===== src/rtl/nvm_cmd_pkg.sv =====
// Shared opcode/mode constants, queued-command record and executor state
// encoding for the NVMain command responder.
package nvm_cmd_pkg;

  localparam logic [7:0] OP_PROBE = 8'h49;
  localparam logic [7:0] OP_LOAD  = 8'h4C;
  localparam logic [7:0] OP_COMP  = 8'h43;
  localparam logic [7:0] OP_READ  = 8'h52;
  localparam logic [7:0] OP_WRITE = 8'h57;

  localparam logic [7:0] MODE_X = 8'h58;
  localparam logic [7:0] MODE_Y = 8'h59;

  localparam int LAT_W = 21;

  typedef struct packed {
    logic [7:0]  op;
    logic [31:0] addr;
    logic [31:0] len;
    logic [31:0] cnt;
    logic [7:0]  mode;
  } nvm_cmd_t;

  typedef enum logic [1:0] {
    ST_IDLE,
    ST_BUSY,
    ST_DONE
  } exec_state_t;

  // ASCII letters differ from their upper-case form only in bit 5.
  function automatic logic [7:0] norm_op(input logic [7:0] op);
    return op & 8'hDF;
  endfunction

endpackage


===== src/rtl/nvm_cmd_fifo.sv =====
// Synchronous power-of-two FIFO with occupancy count; push ignored when full,
// pop ignored when empty, and both may occur in the same cycle.
module nvm_cmd_fifo #(
  parameter int DATA_W = 112,
  parameter int DEPTH  = 4,
  localparam int AW    = $clog2(DEPTH)
) (
  input  logic              clk,
  input  logic              rst,
  input  logic              push,
  input  logic              pop,
  input  logic [DATA_W-1:0] din,
  output logic [DATA_W-1:0] dout,
  output logic [AW:0]       count,
  output logic              full,
  output logic              empty
);

  localparam logic [AW:0] CNT_FULL = DEPTH[AW:0];

  logic [DATA_W-1:0] mem [DEPTH];
  logic [AW-1:0]     wptr;
  logic [AW-1:0]     rptr;
  logic              do_push;
  logic              do_pop;

  assign full    = (count == CNT_FULL);
  assign empty   = (count == '0);
  assign do_push = push && !full;
  assign do_pop  = pop && !empty;
  assign dout    = mem[rptr];

  always_ff @(posedge clk) begin
    if (do_push) mem[wptr] <= din;
  end

  always_ff @(posedge clk or posedge rst) begin
    if (rst) begin
      wptr  <= '0;
      rptr  <= '0;
      count <= '0;
    end else begin
      if (do_push) wptr <= wptr + 1'b1;
      if (do_pop)  rptr <= rptr + 1'b1;
      case ({do_push, do_pop})
        2'b10:   count <= count + 1'b1;
        2'b01:   count <= count - 1'b1;
        default: count <= count;
      endcase
    end
  end

endmodule


===== src/rtl/nvm_cmd_responder.sv =====
// NVMain command target: decodes the five-argument command bus, queues
// L/C/R/W commands and drains them through a latency-modelling executor.
module nvm_cmd_responder
  import nvm_cmd_pkg::*;
#(
  parameter int DEPTH     = 4,
  parameter int LAT_LOAD  = 8,
  parameter int LAT_COMP  = 16,
  parameter int LAT_READ  = 4,
  parameter int LAT_WRITE = 6
) (
  input  logic        clk,
  input  logic        rst,
  input  logic        command_enable,
  input  logic [7:0]  arg0,
  input  logic [31:0] arg1,
  input  logic [31:0] arg2,
  input  logic [31:0] arg3,
  input  logic [7:0]  arg4,
  output logic        is_issuable,
  output logic        cmd_done,
  output logic [7:0]  done_opcode,
  output logic [31:0] done_addr,
  output logic        err_illegal,
  output logic        err_overflow
);

  localparam int AW = $clog2(DEPTH);
  localparam logic [AW:0] CNT_FULL = DEPTH[AW:0];

  logic [7:0]       op_n;
  logic             is_probe;
  logic             is_valid;
  logic             push;
  logic             pop;
  nvm_cmd_t         din;
  nvm_cmd_t         head;
  logic [AW:0]      count;
  logic             full;
  logic             empty;
  exec_state_t      state;
  logic [LAT_W-1:0] cnt;
  logic [7:0]       cur_op;
  logic [31:0]      cur_addr;
  logic             unused_bits;

  // Executor cycles minus one; a 'Y' compute adds the low nibble of the count field.
  function automatic logic [LAT_W-1:0] lat_minus1(input nvm_cmd_t c);
    logic [LAT_W-1:0] lat;
    case (c.op)
      OP_LOAD:  lat = LAT_W'(LAT_LOAD);
      OP_COMP:  lat = (c.mode == MODE_Y) ? LAT_W'(LAT_COMP) + LAT_W'(c.cnt[3:0])
                                         : LAT_W'(LAT_COMP);
      OP_READ:  lat = LAT_W'(LAT_READ);
      default:  lat = LAT_W'(LAT_WRITE);
    endcase
    return lat - LAT_W'(1);
  endfunction

  always_comb begin
    op_n     = norm_op(arg0);
    is_probe = (op_n == OP_PROBE);
    is_valid = (op_n == OP_LOAD) || (op_n == OP_READ) || (op_n == OP_WRITE) ||
               ((op_n == OP_COMP) && ((arg4 == MODE_X) || (arg4 == MODE_Y)));
  end

  assign din         = '{op: op_n, addr: arg1, len: arg2, cnt: arg3, mode: arg4};
  assign push        = command_enable && is_valid && !full;
  assign pop         = !empty && (state != ST_BUSY);
  assign is_issuable = (count != CNT_FULL);
  assign unused_bits = ^{head.len, head.cnt[31:4]};

  nvm_cmd_fifo #(
    .DATA_W ($bits(nvm_cmd_t)),
    .DEPTH  (DEPTH)
  ) u_fifo (
    .clk   (clk),
    .rst   (rst),
    .push  (push),
    .pop   (pop),
    .din   (din),
    .dout  (head),
    .count (count),
    .full  (full),
    .empty (empty)
  );

  // Decode stage -> registered error pulses; full is judged before any pop.
  always_ff @(posedge clk or posedge rst) begin
    if (rst) begin
      err_illegal  <= 1'b0;
      err_overflow <= 1'b0;
    end else begin
      err_illegal  <= command_enable && !is_probe && !is_valid;
      err_overflow <= command_enable && is_valid && full;
    end
  end

  always_ff @(posedge clk) begin
    if (pop) begin
      cur_op   <= head.op;
      cur_addr <= head.addr;
    end
  end

  // Executor: pop -> count down latency -> one-cycle completion report.
  always_ff @(posedge clk or posedge rst) begin
    if (rst) begin
      state       <= ST_IDLE;
      cnt         <= '0;
      cmd_done    <= 1'b0;
      done_opcode <= '0;
      done_addr   <= '0;
    end else begin
      cmd_done <= 1'b0;
      case (state)
        ST_IDLE: begin
          if (!empty) begin
            cnt   <= lat_minus1(head);
            state <= ST_BUSY;
          end
        end
        ST_BUSY: begin
          if (cnt == '0) begin
            state       <= ST_DONE;
            cmd_done    <= 1'b1;
            done_opcode <= cur_op;
            done_addr   <= cur_addr;
          end else begin
            cnt <= cnt - 1'b1;
          end
        end
        ST_DONE: begin
          if (!empty) begin
            cnt   <= lat_minus1(head);
            state <= ST_BUSY;
          end else begin
            state <= ST_IDLE;
          end
        end
        default: state <= ST_IDLE;
      endcase
    end
  end

endmodule


===== config.mk =====
export PLATFORM = sky130hd
export DESIGN_NAME = nvm_cmd_responder
export DESIGN_NICKNAME = d
export VERILOG_FILES = /design/src/rtl/nvm_cmd_pkg.sv /design/src/rtl/nvm_cmd_fifo.sv /design/src/rtl/nvm_cmd_responder.sv
export SDC_FILE = /design/constraint.sdc
export NUM_CORES = 1
export LEC_CHECK = 0
export BUFFER_PORTS_ARGS = -buffer_cell sky130_fd_sc_hd__buf_4
export CAP_MARGIN = 30
export CORE_MARGIN = 1.5
export CORE_UTILIZATION = 52
export DETAILED_ROUTE_END_ITERATION = 16
export PLACE_DENSITY = 0.83
export SYNTH_ARGS = -nofsm -noshare
export SYNTH_HDL_FRONTEND = slang
export SYNTH_SLANG_ARGS = --single-unit

===== constraint.sdc =====
create_clock -name clk -period 4.36 [get_ports clk]
set_clock_uncertainty 0.05 [all_clocks]
set_input_delay 0.436 -clock clk [delete_from_list [all_inputs] [get_ports clk]]
set_output_delay 0.436 -clock clk [all_outputs]
set_load 0.1 [all_outputs]

==> qor.csv, run 1 <==
stage;metric;value;unit
cells_and_area;area grow syn2layout;17.7;%
timing;RSZ-0062 raised after global routing;no;
worst_setup_path;reg2reg path depth;10;
synth;Yosys cell types;67;
pwr;Clock Power Share;0.271;
global_routing;pin count of the biggest net entering global routing;42;
worst_setup_path;worst setup path start;u_fifo.rptr[0]$_DFFE_PP0P_;
timing;Period minus WS final;3770;ps
pwr;PwrDens;674;nW/um2
floorplan;Initial Util;0.532;
worst_setup_path;Reg2Reg Launch Point;u_fifo.rptr[0]$_DFFE_PP0P_;
place;Placed Area;13200;um2
timing;Slew Limit Fails;0;
floorplan;Ports;159;
detailed_routing;vias per cell;5.99;
timing;Hold Vio Cnt, Final;0;
timing;Final setup viols;0;
timing;Post-Route Setup TNS;0;ps
pwr;Power Internal;6.20;mW
run_status;outcome;complete, no violations;
synth;Post-synth ARST share;0.229;
global_routing;initial antenna violation count;0;
detailed_routing;Detailed Route Iter0 Violations;379;
global_routing;GRT overflow;0;
timing;Max transition margin;0.418;
detailed_routing;Routed WL per cell;22.8;um
worst_setup_path;Slowest cell on crit path;dfrtp_4;
pwr;Flop pwr share;0.412;
clock_tree;Root Buffer;clkbuf_16;
synth;number of flops mapped to enable cells by yosys;243;
detailed_routing;via count;6340;
worst_setup_path;CP required;4740;ps
job;Max-Cap Viols;0;
cells_and_area;share of cells above drive strength 1;0.327;
floorplan;num rows;55;
worst_setup_path;critical path class;flip-flop to flip-flop;
pwr;NetSw;3.37;mW
place;pre-CTS WS;627;ps
clock_tree;number of CTS-inserted buffers;30;
clock_tree;Clk Latency, worst-skew pair;550;ps
worst_setup_path;CP most frequent cell;o22ai_1;
clock_tree;CTS tree;yes;
floorplan;die height;155;um
global_routing;number of global-route vias before repair;6834;
synth;Mapped Avg Cell Area;19.1;um2
worst_setup_path;CP Capture Type;flip-flop;
pwr;Leak;5.14;nW
worst_setup_path;CP startpoint kind;flip-flop;
synth;Seq/Total Area, Yosys;0.754;
clock_tree;Sink Count;315;
floorplan;die span in x;155;um
timing;fmax;265;MHz
floorplan;Core Region;22700;um2
synth;Yosys top cell area share;0.604;
pwr;overall power;9.57;mW
worst_setup_path;Reg2Reg Setup Slack;590;ps
synth;Main synth FF type;edfxtp_1;
worst_setup_path;largest stage delay on the critical path;580;ps
timing;fin crit share;0.864;
place;PortBufs;96;
worst_setup_path;worst-path cell chain;mux4_2 > or3b_4 > nor3b_4 > o211ai_1 > nor2b_1 > o22ai_1 > ha_1 > inv_1 > o22ai_1 > a22o_1;
worst_setup_path;critical path fanouts, max;12;
synth;synthesized instance count;631;
place;DP HPWL;14800;um
cells_and_area;Inserted Diodes;0;
global_routing;global-route usage over all layers;0.204;
detailed_routing;Post-DRT Antenna Nets;0;
timing;final setup margin;591;ps
place;gpl congestion;0.816;
worst_setup_path;reg-to-reg endpoint;cnt[2]$_DFFE_PP0P_;
synth;synthesized flop and latch total;315;
global_routing;first-pass GRT wire length;37400;um
pwr;Logic pwr share;0.317;
clock_tree;post-CTS sizing;0;
detailed_routing;final wirelength;24100;um
clock_tree;clock buffer depth;3;
synth;leading area contributor after synthesis;edfxtp_1;
detailed_routing;drt pass-1 iters;5;
clock_tree;H-tree depth;1;
floorplan;die footprint;24100;um2
worst_setup_path;crit path to;cnt[2]$_DFFE_PP0P_;
timing;worst slew pin tran;873;ps
cells_and_area;cell area after layout;14200;um2
worst_setup_path;crit path DAT;4150;ps
synth;synth top area cells;edfxtp_1 60%, dfrtp_1 15%, mux4_2 8.0%;
detailed_routing;DRC errors left;0;
pwr;Net Sw Frac;0.352;
synth;Syn. warnings;0;
cells_and_area;Final Net Count;872;
pwr;maximum vdd ir drop;0.657;mV
synth;Post-Synthesis Net Count;753;
worst_hold_path;min-delay worst type;primary input to flip-flop;
synth;Syn Std Cell Area;12100;um2
clock_tree;Clock Pin Slew Worst Setup and Hold Paths;70;ps
==> worst max-delay path, delay by kind of cell, from the launching register on <==
| family | cells | cell delay [ps] |
|---|---|---|
| simple gates | 3 | 930 |
| compound gates | 4 | 800 |
| flops | 1 | 580 |
| mux | 1 | 580 |
| buf+inv | 1 | 430 |
| fa+ha+maj | 1 | 260 |
==> cell usage in the layout, fill, tap and decap left out, types with 6 or more instances in the layout <==
master / count
edfxtp_1: 243
dfrtp_1: 70
ha_1: 6
nor3_1: 8
nor2_1: 17
nand2_1: 28
nor4_1: 6
nor4bb_1: 6
mux2_1: 13
clkinv_1: 7
inv_1: 12
nor2b_1: 7
clkbuf_1: 6
buf_4: 110
mux2_2: 28
clkbuf_16: 31
xnor2_1: 19
mux4_2: 43
nand3_1: 9
==> synth_stat cells, types with 7 or more instances <==
library cell / number
edfxtp_1: 243
mux2_2: 28
inv_1: 13
dfrtp_1: 72
nor3_1: 9
nand3_1: 9
mux2_1: 13
nand2_1: 28
nor2b_1: 7
mux4_2: 43
xnor2_1: 19
nor2_1: 22
clkbuf_1: 14
==> worst min path at each step <==
stage	startpoint	to	slack (ps)	cells after the start
after floorplan	cur_op[0]$_DFFE_PP_	done_opcode[0]$_DFFE_PP0P_	390	1
after global placement	cur_addr[20]$_DFFE_PP_	done_addr[20]$_DFFE_PP0P_	390	1
after detailed placement	cur_addr[29]$_DFFE_PP_	done_addr[29]$_DFFE_PP0P_	400	1
after CTS	arg1[7]	u_fifo.mem[2][79]$_DFFE_PP_	10	1
after global routing	arg1[23]	u_fifo.mem[2][95]$_DFFE_PP_	20	1
final	arg1[11]	u_fifo.mem[0][83]$_DFFE_PP_	30	1
==> final cells by class <==
| class | instances | area [um2] |
|---|---|---|
| clock buffers | 40 | 840 |
| clock inverters | 16 | 156 |
| fillers | 1510 | 8500 |
| inverters | 14 | 53.8 |
| multi-input cells | 277 | 2840 |
| flip-flops and latches | 315 | 9100 |
| well taps | 285 | 357 |
| repair buffers | 112 | 856 |
==> repair_timing <==
item                                   4_1_cts  5_1_grt
endpoints found under the hold margin       20        0
hold buffers                                 1        0
buffers inserted                             0        0
==> cell families (layout without fill, tap and decap cells) <==
family / count (synthesis) / after routing / share of synthesized area
XOR/XNOR: 23 / 23 / 0.0167
multiplexers: 85 / 85 / 0.119
adder cells (fa/ha/maj): 8 / 8 / 0.00871
flip-flops: 315 / 315 / 0.754
other: 1 / 1 / 0.000311
buffers and inverters: 39 / 182 / 0.0144
AND/OR/NAND/NOR: 120 / 120 / 0.0603
AO/OA/AOI/OAI: 40 / 40 / 0.0266
==> state kept, by name (all words and copies together), names as in the netlist <==
| name | flops |
|---|---|
| u_fifo.mem | 204 |
| cur_addr | 32 |
| done_addr | 32 |
| cnt | 21 |
| cur_op | 7 |
| done_opcode | 7 |
| u_fifo.count | 3 |
| state | 2 |
| u_fifo.rptr | 2 |
| u_fifo.wptr | 2 |
| cmd_done | 1 |
| err_illegal | 1 |
| err_overflow | 1 |
==> power groups by stage <==
stage	clock, mW	sequential, mW	combinational, mW
2_1_floorplan	0	4.73	1.58
3_3_place_gp	0	3.96	2.90
3_5_place_dp	0	4.00	3.03
4_1_cts	2.63	3.94	3.06
5_1_grt	2.73	3.98	3.22
6_report	2.60	3.94	3.04
==> per-stage QoR <==
stage | utilization | hold WS [ps] | std cells
final | 0.626 | 33.7 | 1059
after global routing | 0.626 | 18.4 | 1059
after CTS | 0.626 | 13.2 | 1059
after detailed placement | 0.581 | 403 | 1002
after global placement | 0.580 | 395 | 1001
after floorplan | - | 389 | 631
==> per-layer routing <==
layer	GRT usage	part of all wire	wire [um]
met3	0.0432	0.064	1560
met4	0.0816	0.032	778
met2	0.362	0.53	12900
met5	0	0	0
met1	0.245	0.37	8910
Power figures use the tool's default switching activity.
==> run 2: changes to the inputs <==
Settings changed: CORE_UTILIZATION 52 to 50, CTS_CLUSTER_SIZE set to 14, PLACE_DENSITY 0.83 to 0.8.
==> run 2 against run 1 <==
Net effect: die area is 3.9% higher; register-to-register slack worse by 90 ps; total power is 1.1% higher; sequential share of layout area is 0.44 points lower; core utilization is 2.0 points lower; critical path depth stayed put; highest routed layer unchanged; via count is 4.5% lower; wire length is 6.5% lower; non-clock buffer count is 5 lower.
==> qor.csv, run 2 (synthesis results as in run 1) <==
stage;metric;value;unit;change
worst_setup_path;CP startpoint kind;flip-flop;;unchanged
timing;Hold Vio Cnt, Final;0;;unchanged
timing;Slew Limit Fails;0;;unchanged
detailed_routing;Detailed Route Iter0 Violations;386;;was 379
global_routing;first-pass GRT wire length;35400;um;was 37,400 um
clock_tree;number of CTS-inserted buffers;30;;unchanged
clock_tree;clock buffer depth;3;;unchanged
pwr;Leak;5.17;nW;was 5.14 nW
clock_tree;Clk Latency, worst-skew pair;560;ps;was 550 ps
cells_and_area;most common cell after layout, fill and taps aside;edfxtp_1;;unchanged
pwr;overall power;9.68;mW;was 9.57 mW
timing;worst slew pin tran;956;ps;was 873 ps
floorplan;num rows;56;;was 55
floorplan;Ports;159;;unchanged
worst_hold_path;min-delay worst type;primary input to flip-flop;;unchanged
global_routing;number of global-route vias before repair;6398;;was 6,834
timing;fmax;259;MHz;was 265 MHz
place;pre-CTS WS;505;ps;was 627 ps
worst_setup_path;critical path class;flip-flop to flip-flop;;unchanged
clock_tree;Setup Fix Bufs, Post-CTS;0;;unchanged
place;gpl congestion;0.882;;was 0.816
run_status;outcome;complete, no violations;;unchanged
clock_tree;Sink Count;315;;unchanged
global_routing;initial antenna violation count;1;;was 0
detailed_routing;DRC errors left;0;;unchanged
timing;Max transition margin;0.355;;was 0.418
global_routing;pin count of the biggest net entering global routing;52;;was 42
floorplan;Core Region;23600;um2;was 22,700 um2
clock_tree;Root Buffer;clkbuf_16;;unchanged
cells_and_area;Cell Count, Final, Fillers Out;1089;;was 1,059
cells_and_area;max FFs per register;204;;unchanged
clock_tree;CTS tree;yes;;unchanged
global_routing;GRT overflow;0;;unchanged
worst_setup_path;critical path fanouts, max;25;;was 12
worst_setup_path;CP required;4750;ps;was 4740 ps
cells_and_area;area grow syn2layout;18.5;%;was 17.7%
cells_and_area;most frequent cells in the layout;243 x edfxtp_1, 106 x buf_4, 70 x dfrtp_1;;was 243 x edfxtp_1, 110 x buf_4, 70 x dfrtp_1
timing;Final setup viols;0;;unchanged
cells_and_area;biggest regs;u_fifo.mem: 204 flops, cur_addr: 32 flops, done_addr: 32 flops;;unchanged
worst_setup_path;crit path DAT;4250;ps;was 4150 ps
pwr;maximum vdd ir drop;0.471;mV;was 0.657 mV
worst_setup_path;Reg2Reg Launch Point;u_fifo.rptr[0]$_DFFE_PP0P_;;unchanged
clock_tree;H-tree depth;1;;unchanged
cells_and_area;share of cells above drive strength 1;0.336;;was 0.327
timing;Post-Route Setup TNS;0;ps;unchanged
timing;Period minus WS final;3860;ps;was 3770 ps
job;Max-Cap Viols;0;;unchanged
floorplan;die footprint;25100;um2;was 24,100 um2
worst_setup_path;worst setup path start;u_fifo.rptr[0]$_DFFE_PP0P_;;unchanged
timing;RSZ-0062 raised after global routing;no;;unchanged
place;DP HPWL;13900;um;was 14,800 um
place;DP Cell Count;1031;;was 1,002
clock_tree;Clock Pin Slew Worst Setup and Hold Paths;60;ps;was 70 ps
detailed_routing;Post-DRT Antenna Nets;0;;unchanged
detailed_routing;Routed WL per cell;20.7;um;was 22.8 um
timing;fin crit share;0.884;;was 0.864
pwr;PwrDens;677;nW/um2;was 674 nW/um2
floorplan;die height;158;um;was 155 um
detailed_routing;via count;6052;;was 6,340
detailed_routing;final wirelength;22500;um;was 24,100 um
worst_hold_path;min-delay src;arg1[15];;was arg1[11]
cells_and_area;Final Net Count;867;;was 872
detailed_routing;drt pass-1 iters;4;;was 5
place;PortBufs;96;;unchanged
global_routing;global-route usage over all layers;0.186;;was 0.204
floorplan;die span in x;158;um;was 155 um
timing;final setup margin;504;ps;was 591 ps
detailed_routing;vias per cell;5.56;;was 5.99
cells_and_area;Most flops, register;u_fifo.mem;;unchanged
floorplan;Initial Util;0.511;;was 0.532
worst_setup_path;CP Capture Type;flip-flop;;unchanged
-- run 2: stage by stage --
stage,area (um2),hold slack (ps),utilization
after floorplan,12100,389,-
final,14300,27.4,0.606
after global routing,14300,9.94,0.606
after detailed placement,13200,406,0.559
after global placement,13200,393,0.559
after CTS,14300,2.45,0.606
-- run 2: final cells by class --
class / instances / area (um2)
multi-input combinational: 277 / 2840
antenna: 1 / 2.50
fill: 1613 / 9310
clock inverter: 13 / 189
clock buffer: 43 / 910
sequential: 315 / 9100
timing repair buffer: 107 / 806
tap: 319 / 399
inverter: 14 / 53.8
-- run 2: final timing paths --
check / to / slack (ps) / cells after the start
worst max-delay path: cnt[2]$_DFFE_PP0P_ / 500 / 10
worst min-delay path: u_fifo.mem[0][87]$_DFFE_PP_ / 30 / 1
worst max register to register: cnt[2]$_DFFE_PP0P_ / 500 / 10
worst min register to register: done_addr[1]$_DFFE_PP0P_ / 410 / 1
max in group asynchronous: cnt[0]$_DFFE_PP0P_ / 2840 / 4
min in group asynchronous: done_addr[3]$_DFFE_PP0P_ / 420 / 3
-- run 2: worst max-delay path, stage by stage, from the launching register on --
cell	delay [ps]
dfrtp_4	720
mux4_2	620
or3b_4	440
nor3b_4	330
o211ai_1	230
nor2b_1	180
o22ai_1	80
ha_1	230
inv_1	400
o22ai_1	180
a22o_1	280
-- run 2: report_power, final --
group / internal, mW / switching (mW) / total, mW / leakage, nW
Combinational: 0.990 / 1.97 / 2.96 / 1.49
Clock: 1.69 / 1.07 / 2.76 / 0.548
Sequential: 3.68 / 0.283 / 3.96 / 3.13
Total: 6.36 / 3.32 / 9.68 / 5.17
-- run 2: repair_timing --
action,4_1_cts,5_1_grt
gates resized for setup,0,0
hold endpoints to repair,28,0
hold buffers,1,0
-- run 2: layer usage --
layer  vias to the layer above  part of all wire  GRT usage
met4                         0             0.027     0.0650
met5                         -                 0          0
met3                        45             0.052     0.0264
met2                       204              0.51      0.320
met1                      3099              0.41      0.243
li1                       2704                 -          -
==> run 3: changes to the inputs <==
--- a/config.mk
+++ b/config.mk
@@ -12,4 +12,5 @@
 export CTS_CLUSTER_SIZE = 14
 export DETAILED_ROUTE_END_ITERATION = 16
+export HOLD_SLACK_MARGIN = 0.1
 export PLACE_DENSITY = 0.8
 export SYNTH_ARGS = -nofsm -noshare
--- a/constraint.sdc
+++ b/constraint.sdc
@@ -3,3 +3,3 @@
 set_input_delay 0.436 -clock clk [delete_from_list [all_inputs] [get_ports clk]]
 set_output_delay 0.436 -clock clk [all_outputs]
-set_load 0.1 [all_outputs]
+set_load 0.005 [all_outputs]
==> run 3 against run 2 <==
Net effect: clock power barely moved; critical path depth is the same; via count increased by 4.7%.
==> qor.csv, run 3 (synthesis results as in run 1) <==
stage;metric;value;unit;change
run_status;outcome;complete, no violations;;unchanged
worst_setup_path;Reg2Reg Launch Point;u_fifo.rptr[0]$_DFFE_PP0P_;;unchanged
pwr;PwrDens;597;nW/um2;was 677 nW/um2
cells_and_area;max FFs per register;204;;unchanged
clock_tree;Sink Count;315;;unchanged
timing;Period minus WS final;3840;ps;was 3860 ps
timing;RSZ-0062 raised after global routing;no;;unchanged
floorplan;die height;158;um;unchanged
detailed_routing;drt pass-1 iters;5;;was 4
place;PortBufs;96;;unchanged
cells_and_area;# fillers;1563;;was 1,613
clock_tree;Setup Fix Bufs, Post-CTS;0;;unchanged
clock_tree;H-tree depth;1;;unchanged
clock_tree;Clock Pin Slew Worst Setup and Hold Paths;60;ps;about the same
detailed_routing;vias per cell;5.56;;about the same
floorplan;die span in x;158;um;unchanged
timing;Final setup viols;0;;unchanged
cells_and_area;share of cells above drive strength 1;0.314;;was 0.336
timing;Hold Vio Cnt, Final;0;;unchanged
cells_and_area;most frequent cells in the layout;243 x edfxtp_1, 106 x buf_4, 70 x dfrtp_1;;unchanged
global_routing;number of global-route vias before repair;6618;;was 6,398
job;Max-Cap Viols;0;;unchanged
pwr;maximum vdd ir drop;0.404;mV;was 0.471 mV
global_routing;global-route usage over all layers;0.193;;was 0.186
place;Placed Area;13200;um2;unchanged
cells_and_area;Inserted Diodes;0;;was 1
worst_setup_path;critical path fanouts, max;25;;unchanged
timing;fmax;260;MHz;was 259 MHz
pwr;Leak;5.39;nW;was 5.17 nW
detailed_routing;DRC errors left;0;;unchanged
clock_tree;number of CTS-inserted buffers;30;;unchanged
cells_and_area;Most flops, register;u_fifo.mem;;unchanged
worst_setup_path;CP Capture Type;flip-flop;;unchanged
global_routing;initial antenna violation count;0;;was 1
detailed_routing;Routed WL per cell;20.6;um;was 20.7 um
clock_tree;CTS tree;yes;;unchanged
floorplan;Ports;159;;unchanged
worst_setup_path;crit path DAT;4240;ps;was 4250 ps
global_routing;first-pass GRT wire length;36800;um;was 35,400 um
timing;worst slew pin tran;893;ps;was 956 ps
worst_setup_path;CP startpoint kind;flip-flop;;unchanged
detailed_routing;via count;6338;;was 6,052
cells_and_area;cell area after layout;14800;um2;was 14,300 um2
cells_and_area;most common cell after layout, fill and taps aside;edfxtp_1;;unchanged
timing;Slew Limit Fails;0;;unchanged
timing;Post-Route Setup TNS;0;ps;unchanged
place;DP HPWL;13900;um;unchanged
clock_tree;Root Buffer;clkbuf_16;;unchanged
place;gpl congestion;0.882;;unchanged
worst_setup_path;critical path class;flip-flop to flip-flop;;unchanged
global_routing;pin count of the biggest net entering global routing;52;;unchanged
detailed_routing;Post-DRT Antenna Nets;0;;unchanged
worst_hold_path;min-delay worst type;primary input to async pin;;was primary input to flip-flop
floorplan;Core Region;23600;um2;unchanged
worst_setup_path;worst setup path start;u_fifo.rptr[0]$_DFFE_PP0P_;;unchanged
clock_tree;clock buffer depth;3;;unchanged
cells_and_area;Seq. cell area;9100;um2;unchanged
timing;Max transition margin;0.397;;was 0.355
detailed_routing;Detailed Route Iter0 Violations;402;;was 386
cells_and_area;area grow syn2layout;22.8;%;was 18.5%
worst_setup_path;CP required;4760;ps;was 4750 ps
floorplan;die footprint;25100;um2;unchanged
global_routing;GRT overflow;0;;unchanged
floorplan;num rows;56;;unchanged
floorplan;Initial Util;0.511;;unchanged
cells_and_area;biggest regs;u_fifo.mem: 204 flops, cur_addr: 32 flops, done_addr: 32 flops;;unchanged
clock_tree;Clk Latency, worst-skew pair;560;ps;about the same
cells_and_area;Multi-input gate area;2840;um2;unchanged
timing;fin crit share;0.881;;was 0.884
detailed_routing;final wirelength;23500;um;was 22,500 um
cells_and_area;post-layout utilization of the core;0.628;;was 0.606
cells_and_area;Final Net Count;919;;was 867
run 3: cell count changes in the layout (fill, tap and decap cells not counted):
cell           before  now
diode_2             1    0
dlygate4sd3_1       1   53
run 3: cell type report:
type	instances	share of cell area
sequential	315	0.614
multi-input combinational	277	0.192
timing repair buffer	159	0.0895
clock buffer	43	0.0614
tap	319	0.0269
clock inverter	13	0.0127
inverter	14	0.00363
run 3: critical path, cell delays in order, from the launching register on:
cell	delay [ps]
dfrtp_4	720
mux4_2	620
or3b_4	450
nor3b_4	330
o211ai_1	230
nor2b_1	180
o22ai_1	80
ha_1	230
inv_1	400
o22ai_1	180
a22o_1	260
run 3: worst paths after layout:
check,end,slack [ps],depth (start not counted)
worst max-delay path,cnt[2]$_DFFE_PP0P_,520,10
worst min-delay path,done_addr[3]$_DFFE_PP0P_,420,3
worst max register to register,cnt[2]$_DFFE_PP0P_,520,10
worst min register to register,done_addr[21]$_DFFE_PP0P_,420,1
max in group asynchronous,err_illegal$_DFF_PP0_,2830,4
min in group clk,done_addr[21]$_DFFE_PP0P_,420,1
run 3: report_power, final:
group / switching [mW] / internal (mW) / leakage, nW / total [mW]
Clock: 1.08 / 1.69 / 0.548 / 2.77
Sequential: 0.290 / 3.68 / 3.13 / 3.97
Combinational: 1.10 / 1.01 / 1.71 / 2.11
run 3: timing repair:
action,in CTS,in global routing
hold buffers,53,0
endpoints found under the hold margin,234,0
gates resized for setup,0,0
run 3: metal layers:
metal  global-route usage  routed length (um)  vias up
met5                    0                   0        -
met4               0.0619                 529        0
met3               0.0264                1190       50
met2                0.337               12100      209
met1                0.252                9630     3269
li1                     -                   -     2810
run 3: through the flow:
stage	total power, mW	std cells	worst slack (ps)	hold slack [ps]
after global placement	5.96	1031	681	393
after global routing	9.23	1140	223	436
final	8.85	1140	519	416
after detailed placement	6.10	1031	505	406
after CTS	8.90	1140	488	419
after floorplan	5.45	631	269	389
